[src/rtl/frame_capture_ctrl.sv]
`default_nettype none
// ----------------------------------------------------------------------------
// frame_capture_ctrl : camera frame capture FSM with frame-buffer port-B
//                      arbitration between display and decoder readers.
// Revision 1.0
// ----------------------------------------------------------------------------
module frame_capture_ctrl #(
  parameter int STORED_WIDTH  = 480,
  parameter int STORED_HEIGHT = 480
) (
  input  logic        clk_in,
  input  logic        rst_in,
  input  logic        capture_req_in,
  input  logic        release_in,
  input  logic        frame_done_in,
  input  logic        pix_valid_in,
  input  logic [10:0] hcount_in,
  input  logic [9:0]  vcount_in,
  output logic        we_out,
  output logic [17:0] waddr_out,
  input  logic        disp_en_in,
  input  logic [17:0] disp_addr_in,
  input  logic        dec_req_in,
  input  logic [17:0] dec_addr_in,
  output logic        dec_grant_out,
  output logic        rd_en_out,
  output logic [17:0] rd_addr_out,
  input  logic        rd_data_in,
  output logic        dec_data_out,
  output logic        dec_data_valid_out,
  output logic        frame_ready_out,
  output logic        capture_err_out,
  output logic [1:0]  state_out
);

  typedef enum logic [1:0] {
    IDLE    = 2'd0,
    ARM     = 2'd1,
    CAPTURE = 2'd2,
    HOLD    = 2'd3
  } state_t;

  localparam logic [10:0] WIN_W        = 11'(STORED_WIDTH);
  localparam logic [9:0]  WIN_H        = 10'(STORED_HEIGHT);
  localparam logic [17:0] ROW_STRIDE   = 18'(STORED_WIDTH);
  localparam logic [17:0] FRAME_PIXELS = 18'(STORED_WIDTH * STORED_HEIGHT);

  state_t      state;
  logic [17:0] pix_count;
  logic [17:0] count_next;
  logic [17:0] pix_addr;
  logic        in_window;
  logic [1:0]  valid_pipe;

  assign in_window  = pix_valid_in && (hcount_in < WIN_W) && (vcount_in < WIN_H);
  assign pix_addr   = {7'd0, hcount_in} + ROW_STRIDE * {8'd0, vcount_in};
  // Count as it will stand after this cycle, so a pixel coincident with
  // end-of-frame is still included in the error check.
  assign count_next = pix_count + {17'd0, in_window};

  always_ff @(posedge clk_in or posedge rst_in) begin
    if (rst_in) begin
      state           <= IDLE;
      pix_count       <= 18'd0;
      frame_ready_out <= 1'b0;
      capture_err_out <= 1'b0;
    end else begin
      case (state)
        IDLE: begin
          if (capture_req_in) begin
            state           <= ARM;
            capture_err_out <= 1'b0;
          end
        end
        ARM: begin
          if (frame_done_in) begin
            state     <= CAPTURE;
            pix_count <= 18'd0;
          end
        end
        CAPTURE: begin
          pix_count <= count_next;
          if (frame_done_in) begin
            state           <= HOLD;
            frame_ready_out <= 1'b1;
            capture_err_out <= (count_next != FRAME_PIXELS);
          end
        end
        HOLD: begin
          if (release_in) begin
            state           <= IDLE;
            frame_ready_out <= 1'b0;
          end
        end
        default: begin
          state           <= IDLE;
          frame_ready_out <= 1'b0;
        end
      endcase
    end
  end

  assign state_out = state;

  // Write port: the held frame is frozen, every other state streams pixels.
  always_ff @(posedge clk_in or posedge rst_in) begin
    if (rst_in) begin
      we_out    <= 1'b0;
      waddr_out <= 18'd0;
    end else begin
      we_out <= in_window && (state != HOLD);
      if (in_window && (state != HOLD)) begin
        waddr_out <= pix_addr;
      end
    end
  end

  always_comb begin
    rd_en_out     = 1'b0;
    rd_addr_out   = 18'd0;
    dec_grant_out = 1'b0;
    if (disp_en_in) begin
      rd_en_out   = 1'b1;
      rd_addr_out = disp_addr_in;
    end else if (dec_req_in && (state == HOLD)) begin
      dec_grant_out = 1'b1;
      rd_en_out     = 1'b1;
      rd_addr_out   = dec_addr_in;
    end
  end

  // Tracks decoder grants across the two-cycle buffer read latency.
  always_ff @(posedge clk_in or posedge rst_in) begin
    if (rst_in) begin
      valid_pipe <= 2'b00;
    end else begin
      valid_pipe <= {valid_pipe[0], dec_grant_out};
    end
  end

  assign dec_data_valid_out = valid_pipe[1];
  assign dec_data_out       = valid_pipe[1] & rd_data_in;

endmodule
`default_nettype wire
[config.mk]
export PLATFORM = sky130hd
export DESIGN_NAME = frame_capture_ctrl
export DESIGN_NICKNAME = d
export VERILOG_FILES = /design/src/rtl/frame_capture_ctrl.sv
export SDC_FILE = /design/constraint.sdc
export NUM_CORES = 1
export LEC_CHECK = 0
export CORE_MARGIN = 2
export CORE_UTILIZATION = 45
export CTS_BUF_LIST = sky130_fd_sc_hd__clkbuf_2
export CTS_CLUSTER_DIAMETER = 100
export DETAILED_ROUTE_END_ITERATION = 12
export GPL_TIMING_DRIVEN = 0
export PLACE_DENSITY_LB_ADDON = 0.12
export SETUP_SLACK_MARGIN = 0.02
export SLEW_MARGIN = 5
export SYNTH_ARGS = -nofsm -noshare
export SYNTH_HDL_FRONTEND = slang
export SYNTH_SLANG_ARGS = --single-unit
export TNS_END_PERCENT = 30
[constraint.sdc]
create_clock -name clk_in -period 4.7 [get_ports clk_in]
set_input_delay 0.705 -clock clk_in [delete_from_list [all_inputs] [get_ports clk_in]]
set_output_delay 0.705 -clock clk_in [all_outputs]
set_load 0.1 [all_outputs]
==> impl_results.html <==
<table>
<tr><th>Metric</th><th>Value</th></tr>
<tr><th colspan="2">Critical path</th></tr>
<tr><td>Crit Path Category</td><td>flop to primary output</td></tr>
<tr><td>Worst-path fanout max</td><td>11</td></tr>
<tr><td>Element type at the critical path end</td><td>primary output</td></tr>
<tr><td>Required time of the critical path</td><td>about 4000 ps</td></tr>
<tr><td>Slowest cell on crit path</td><td>sky130_fd_sc_hd__clkdlybuf4s50_1</td></tr>
<tr><td>CP arrival</td><td>~3500 ps</td></tr>
<tr><td>Peak per-stage delay on the critical path</td><td>1140 ps</td></tr>
<tr><td>Critical Path Start Type</td><td>flop</td></tr>
<tr><td>Crit path cell chain</td><td>ha_1 &gt; nand2_1 &gt; nor2_1 &gt; clkbuf_1 &gt; a22o_1 &gt; clkdlybuf4s50_1</td></tr>
<tr><th colspan="2">GRT</th></tr>
<tr><td>Vias in the first global route</td><td>3331</td></tr>
<tr><td>Wire length of the first global-routing pass</td><td>roughly 15000 um</td></tr>
<tr><td>GRT overflow</td><td>0</td></tr>
<tr><td>Total routing usage reported by global routing</td><td>around a fifth</td></tr>
<tr><td>Initial antenna violation count</td><td>0</td></tr>
<tr><td>Maximum number of pins on one net before global-route repair</td><td>35</td></tr>
<tr><th colspan="2">CTS</th></tr>
<tr><td>Maximum count of clock buffers along a single path</td><td>2</td></tr>
<tr><td>Clock edge transition at the registers on the reported setup and hold paths</td><td>210 ps</td></tr>
<tr><td>Number of H-tree levels</td><td>2</td></tr>
<tr><td>Clock tree from TritonCTS</td><td>done</td></tr>
<tr><td>Post-CTS resize count</td><td>0</td></tr>
<tr><td>Skew-Pair Late Insertion Delay</td><td>between 400 and 500 ps</td></tr>
<tr><td>Clk sinks</td><td>43</td></tr>
<tr><td>Cell at the root of the clock tree</td><td>sky130_fd_sc_hd__clkbuf_2</td></tr>
<tr><td>Post-CTS setup buffers</td><td>0</td></tr>
<tr><td>Post-cts hold buffer count</td><td>0</td></tr>
<tr><td>Clock buffer count from CTS</td><td>5</td></tr>
<tr><th colspan="2">Run status</th></tr>
<tr><td>Run status</td><td>finished clean</td></tr>
<tr><th colspan="2">Drt</th></tr>
<tr><td>Number of DRC violations after detailed-routing iteration 0</td><td>between 100 and 150</td></tr>
<tr><td>Routed Wire Length</td><td>between 9000 and 10000 um</td></tr>
<tr><td>Count of antenna-violating nets left after detailed routing</td><td>0</td></tr>
<tr><td>Via density per instance</td><td>about 5.4</td></tr>
<tr><td>Final routed DRC violation total</td><td>0</td></tr>
<tr><td>Avg WL per Cell</td><td>14.33 um</td></tr>
<tr><td>Count of TritonRoute iterations in the first routing pass</td><td>5</td></tr>
<tr><td>Via count</td><td>3500</td></tr>
<tr><th colspan="2">Logic synthesis</th></tr>
<tr><td>Post-Syn Area per Cell</td><td>between 8 and 9 sq um</td></tr>
<tr><td>Netlist Area Pre-Place</td><td>between 3000 and 4000 sq um</td></tr>
<tr><td>Area share of the largest cell type after synthesis</td><td>between 20 and 30%</td></tr>
<tr><td>Top flip-flop cell by instance count after synthesis</td><td>sky130_fd_sc_hd__dfrtp_1</td></tr>
<tr><td>Most frequent cell after synthesis</td><td>sky130_fd_sc_hd__inv_1</td></tr>
<tr><td>Total of warnings raised by yosys</td><td>0</td></tr>
<tr><td>EDFF count, synth</td><td>0</td></tr>
<tr><td>Most instantiated cells after synthesis</td><td>sky130_fd_sc_hd__inv_1 (45), sky130_fd_sc_hd__dfrtp_1 (43), sky130_fd_sc_hd__nand2_1 (38)</td></tr>
<tr><td>Leading cell types by total area after synthesis</td><td>sky130_fd_sc_hd__dfrtp_1 (28%), sky130_fd_sc_hd__ha_1 (9.6%), sky130_fd_sc_hd__fa_1 (9.5%), sky130_fd_sc_hd__a22o_1 (4.9%), sky130_fd_sc_hd__o21ai_0 (4.6%)</td></tr>
<tr><td>Synth unique cells</td><td>between 50 and 60</td></tr>
<tr><td>Cell accounting for the most synthesized area</td><td>sky130_fd_sc_hd__dfrtp_1</td></tr>
<tr><td>Share of synthesized flip-flops with an asynchronous set or reset</td><td>100.0%</td></tr>
<tr><td>Number of register bits inferred by synthesis</td><td>43</td></tr>
<tr><td>Instance count of the mapped netlist</td><td>approximately 420</td></tr>
<tr><td>Mapped Nets</td><td>536</td></tr>
<tr><td>Share of the yosys chip area belonging to registers</td><td>approximately 28%</td></tr>
<tr><th colspan="2">Timing</th></tr>
<tr><td>Slew @ Worst Pin</td><td>998.1 ps</td></tr>
<tr><td>Setup TNS</td><td>0 ps</td></tr>
<tr><td>Final critical delay including setup and external delays</td><td>4218 ps</td></tr>
<tr><td>Final count of hold timing violations</td><td>0</td></tr>
<tr><td>Slew headroom</td><td>33.25%</td></tr>
<tr><td>Number of max-slew violations in the final report</td><td>0</td></tr>
<tr><td>Achievable clock frequency</td><td>237.1 MHz</td></tr>
<tr><td>Layout Skew</td><td>roughly 19 ps</td></tr>
<tr><td>Total setup violations reported at the end of the flow</td><td>0</td></tr>
<tr><td>Share of the cycle needed by the critical path after routing</td><td>~90%</td></tr>
<tr><td>Setup repair after global routing missed its margin</td><td>no</td></tr>
<tr><th colspan="2">Place</th></tr>
<tr><td>Final weighted congestion of routability-driven global placement</td><td>approximately 0.86</td></tr>
<tr><td>Detailed-placement wirelength estimate</td><td>7573 um</td></tr>
<tr><td>Placed insts</td><td>between 600 and 700</td></tr>
<tr><td>Total of buffers placed on input and output ports</td><td>110</td></tr>
<tr><th colspan="2">Power</th></tr>
<tr><td>Int Power</td><td>about 1.1 mW</td></tr>
<tr><td>Areal power density over the cells</td><td>between 500 and 600 nW/um^2</td></tr>
<tr><td>Share of total power consumed by net switching</td><td>slightly below 60%</td></tr>
<tr><td>NetSw</td><td>between 1.5 and 2 mW</td></tr>
<tr><td>Clock group share of total power</td><td>under 10%</td></tr>
<tr><td>Portion of total power attributed to sequential cells</td><td>19.8%</td></tr>
<tr><td>Largest voltage drop on the vdd net</td><td>between 300 and 400 uV</td></tr>
<tr><td>Leakage power total</td><td>around 2.3 nW</td></tr>
<tr><td>Combinational power share</td><td>around three quarters</td></tr>
<tr><th colspan="2">Job</th></tr>
<tr><td>Number of maximum-capacitance violations</td><td>0</td></tr>
<tr><th colspan="2">Floorplanning</th></tr>
<tr><td>Die Ht</td><td>95.61 um</td></tr>
<tr><td>I/O pin total</td><td>between 100 and 150</td></tr>
<tr><td>Initial standard-cell utilization of the core</td><td>between 40% and 50%</td></tr>
<tr><td>Core area</td><td>roughly 8000 sq um</td></tr>
<tr><td>Die area</td><td>between 9000 and 10000 sq um</td></tr>
<tr><td># rows</td><td>33</td></tr>
<tr><td>Chip Width</td><td>roughly 96 um</td></tr>
<tr><th colspan="2">Finish</th></tr>
<tr><td>Layout cells sized above 1</td><td>between 6 and 7%</td></tr>
<tr><td>Signed area change from the synthesized netlist to the final layout</td><td>34.29%</td></tr>
<tr><td>Finished Layout Cells</td><td>647</td></tr>
<tr><td>Nets@finish</td><td>between 600 and 700</td></tr>
<tr><td>Number of filler cells placed in the layout</td><td>roughly 740</td></tr>
<tr><td>Inserted Diodes</td><td>0</td></tr>
<tr><th colspan="2">Min path</th></tr>
<tr><td>Class of the tightest hold or removal check</td><td>flop to flop</td></tr>
</table>
-- power groups by stage --
stage                     Clock [mW]  Combinational, mW  Sequential [mW]
after floorplan                    0              0.867             1.20
after global placement             0               1.98            0.541
after detailed placement           0               2.01            0.544
after CTS                      0.169               2.02            0.537
after global routing           0.181               2.16            0.549
final                          0.159               2.02            0.537
-- critical path, delay by kind of cell, from the launching register on --
kind                     cells  cell delay [ps]
buffers and inverters        2             1550
AND/OR/NAND/NOR              2              630
flip-flops                   1              480
adder cells (fa/ha/maj)      1              250
AO/OA/AOI/OAI                1              200
-- per-stage QoR --
stage	setup WS, ps	cell area (sq um)	hold WS (ps)	total power [mW]	utilization [%]
after floorplan	281.3	3776	331.2	2.070	-
after global placement	157.6	5009	339.1	2.523	61.26
after detailed placement	69.18	5029	341.9	2.558	61.51
after CTS	455.9	5071	394.4	2.729	62.03
after global routing	298.1	5071	412.3	2.885	62.03
final	481.7	5071	387.3	2.713	62.03
-- flip-flops by register name, indices dropped and copies added, names as in the netlist --
register	cells
capture_err_out	1
frame_ready_out	1
pix_count	18
state_out	2
valid_pipe	2
waddr_out	18
we_out	1
-- cell families (layout without fill, tap and decap cells) --
group / count (synthesis) / after routing / synth area share, %
XOR/XNOR: 25 / 25 / 5.799
adder cells (fa/ha/maj): 47 / 47 / 19.15
buffers and inverters: 60 / 179 / 6.063
AO/OA/AOI/OAI: 114 / 114 / 20.44
multiplexers: 11 / 11 / 3.148
flip-flops: 43 / 43 / 28.50
AND/OR/NAND/NOR: 123 / 123 / 16.90
-- per-layer routing --
metal  GRT usage (%)  part of all wire (%)  vias up
li1                -                     -     1719
met1           27.98                    44     1641
met2           35.61                    49      128
met3           4.111                   6.1       12
met4           5.595                   1.3        0
met5               0                     0        -
-- final timing paths --
kind                       depth (start not counted)  slack (ps)           from              end
min in group asynchronous                          2         490         rst_in  capture_err_out
hold reg to reg                                    0         390  valid_pipe[0]    valid_pipe[1]
setup / recovery                                   6         480   state_out[0]  rd_addr_out[12]
setup reg to reg                                   9        2200   pix_count[0]  capture_err_out
hold / removal                                     0         390  valid_pipe[0]    valid_pipe[1]
max in group asynchronous                          3        3750         rst_in     waddr_out[3]
-- cell type report --
class | count | area [sq um] | share of cell area, %
buffer | 15 | 60.06 | 1.184
timing repair buffer | 111 | 1121 | 22.11
tap | 105 | 131.4 | 2.591
clock inverter | 2 | 12.51 | 0.2467
inverter | 45 | 168.9 | 3.331
sequential | 43 | 1076 | 21.22
multi-input combinational | 320 | 2471 | 48.73
clock buffer | 6 | 30.03 | 0.5922
-- layout by cell type (no fill, tap or decap), types with 4 or more instances in the layout --
master	netlist	final
sky130_fd_sc_hd__nand2_1	38	38
sky130_fd_sc_hd__mux2_2	7	7
sky130_fd_sc_hd__mux2i_1	4	4
sky130_fd_sc_hd__a31oi_1	6	6
sky130_fd_sc_hd__clkdlybuf4s50_1	0	110
sky130_fd_sc_hd__a21o_1	8	8
sky130_fd_sc_hd__nand3_1	14	14
sky130_fd_sc_hd__o21ai_1	5	5
sky130_fd_sc_hd__clkbuf_1	12	12
sky130_fd_sc_hd__nand4_1	5	5
sky130_fd_sc_hd__xor2_1	12	12
sky130_fd_sc_hd__a22o_1	21	21
sky130_fd_sc_hd__o31ai_1	8	8
sky130_fd_sc_hd__dfrtp_1	43	43
sky130_fd_sc_hd__o21ai_0	35	35
sky130_fd_sc_hd__nor2_1	27	27
sky130_fd_sc_hd__nor3_1	4	4
sky130_fd_sc_hd__xnor2_1	13	13
sky130_fd_sc_hd__nor2b_1	4	4
sky130_fd_sc_hd__a21oi_1	9	9
sky130_fd_sc_hd__fa_1	18	18
sky130_fd_sc_hd__ha_1	29	29
sky130_fd_sc_hd__and2_1	6	6
sky130_fd_sc_hd__nand3_2	4	4
sky130_fd_sc_hd__clkbuf_2	2	8
sky130_fd_sc_hd__inv_1	45	44
No activity file was read; power rests on OpenSTA's default activity.
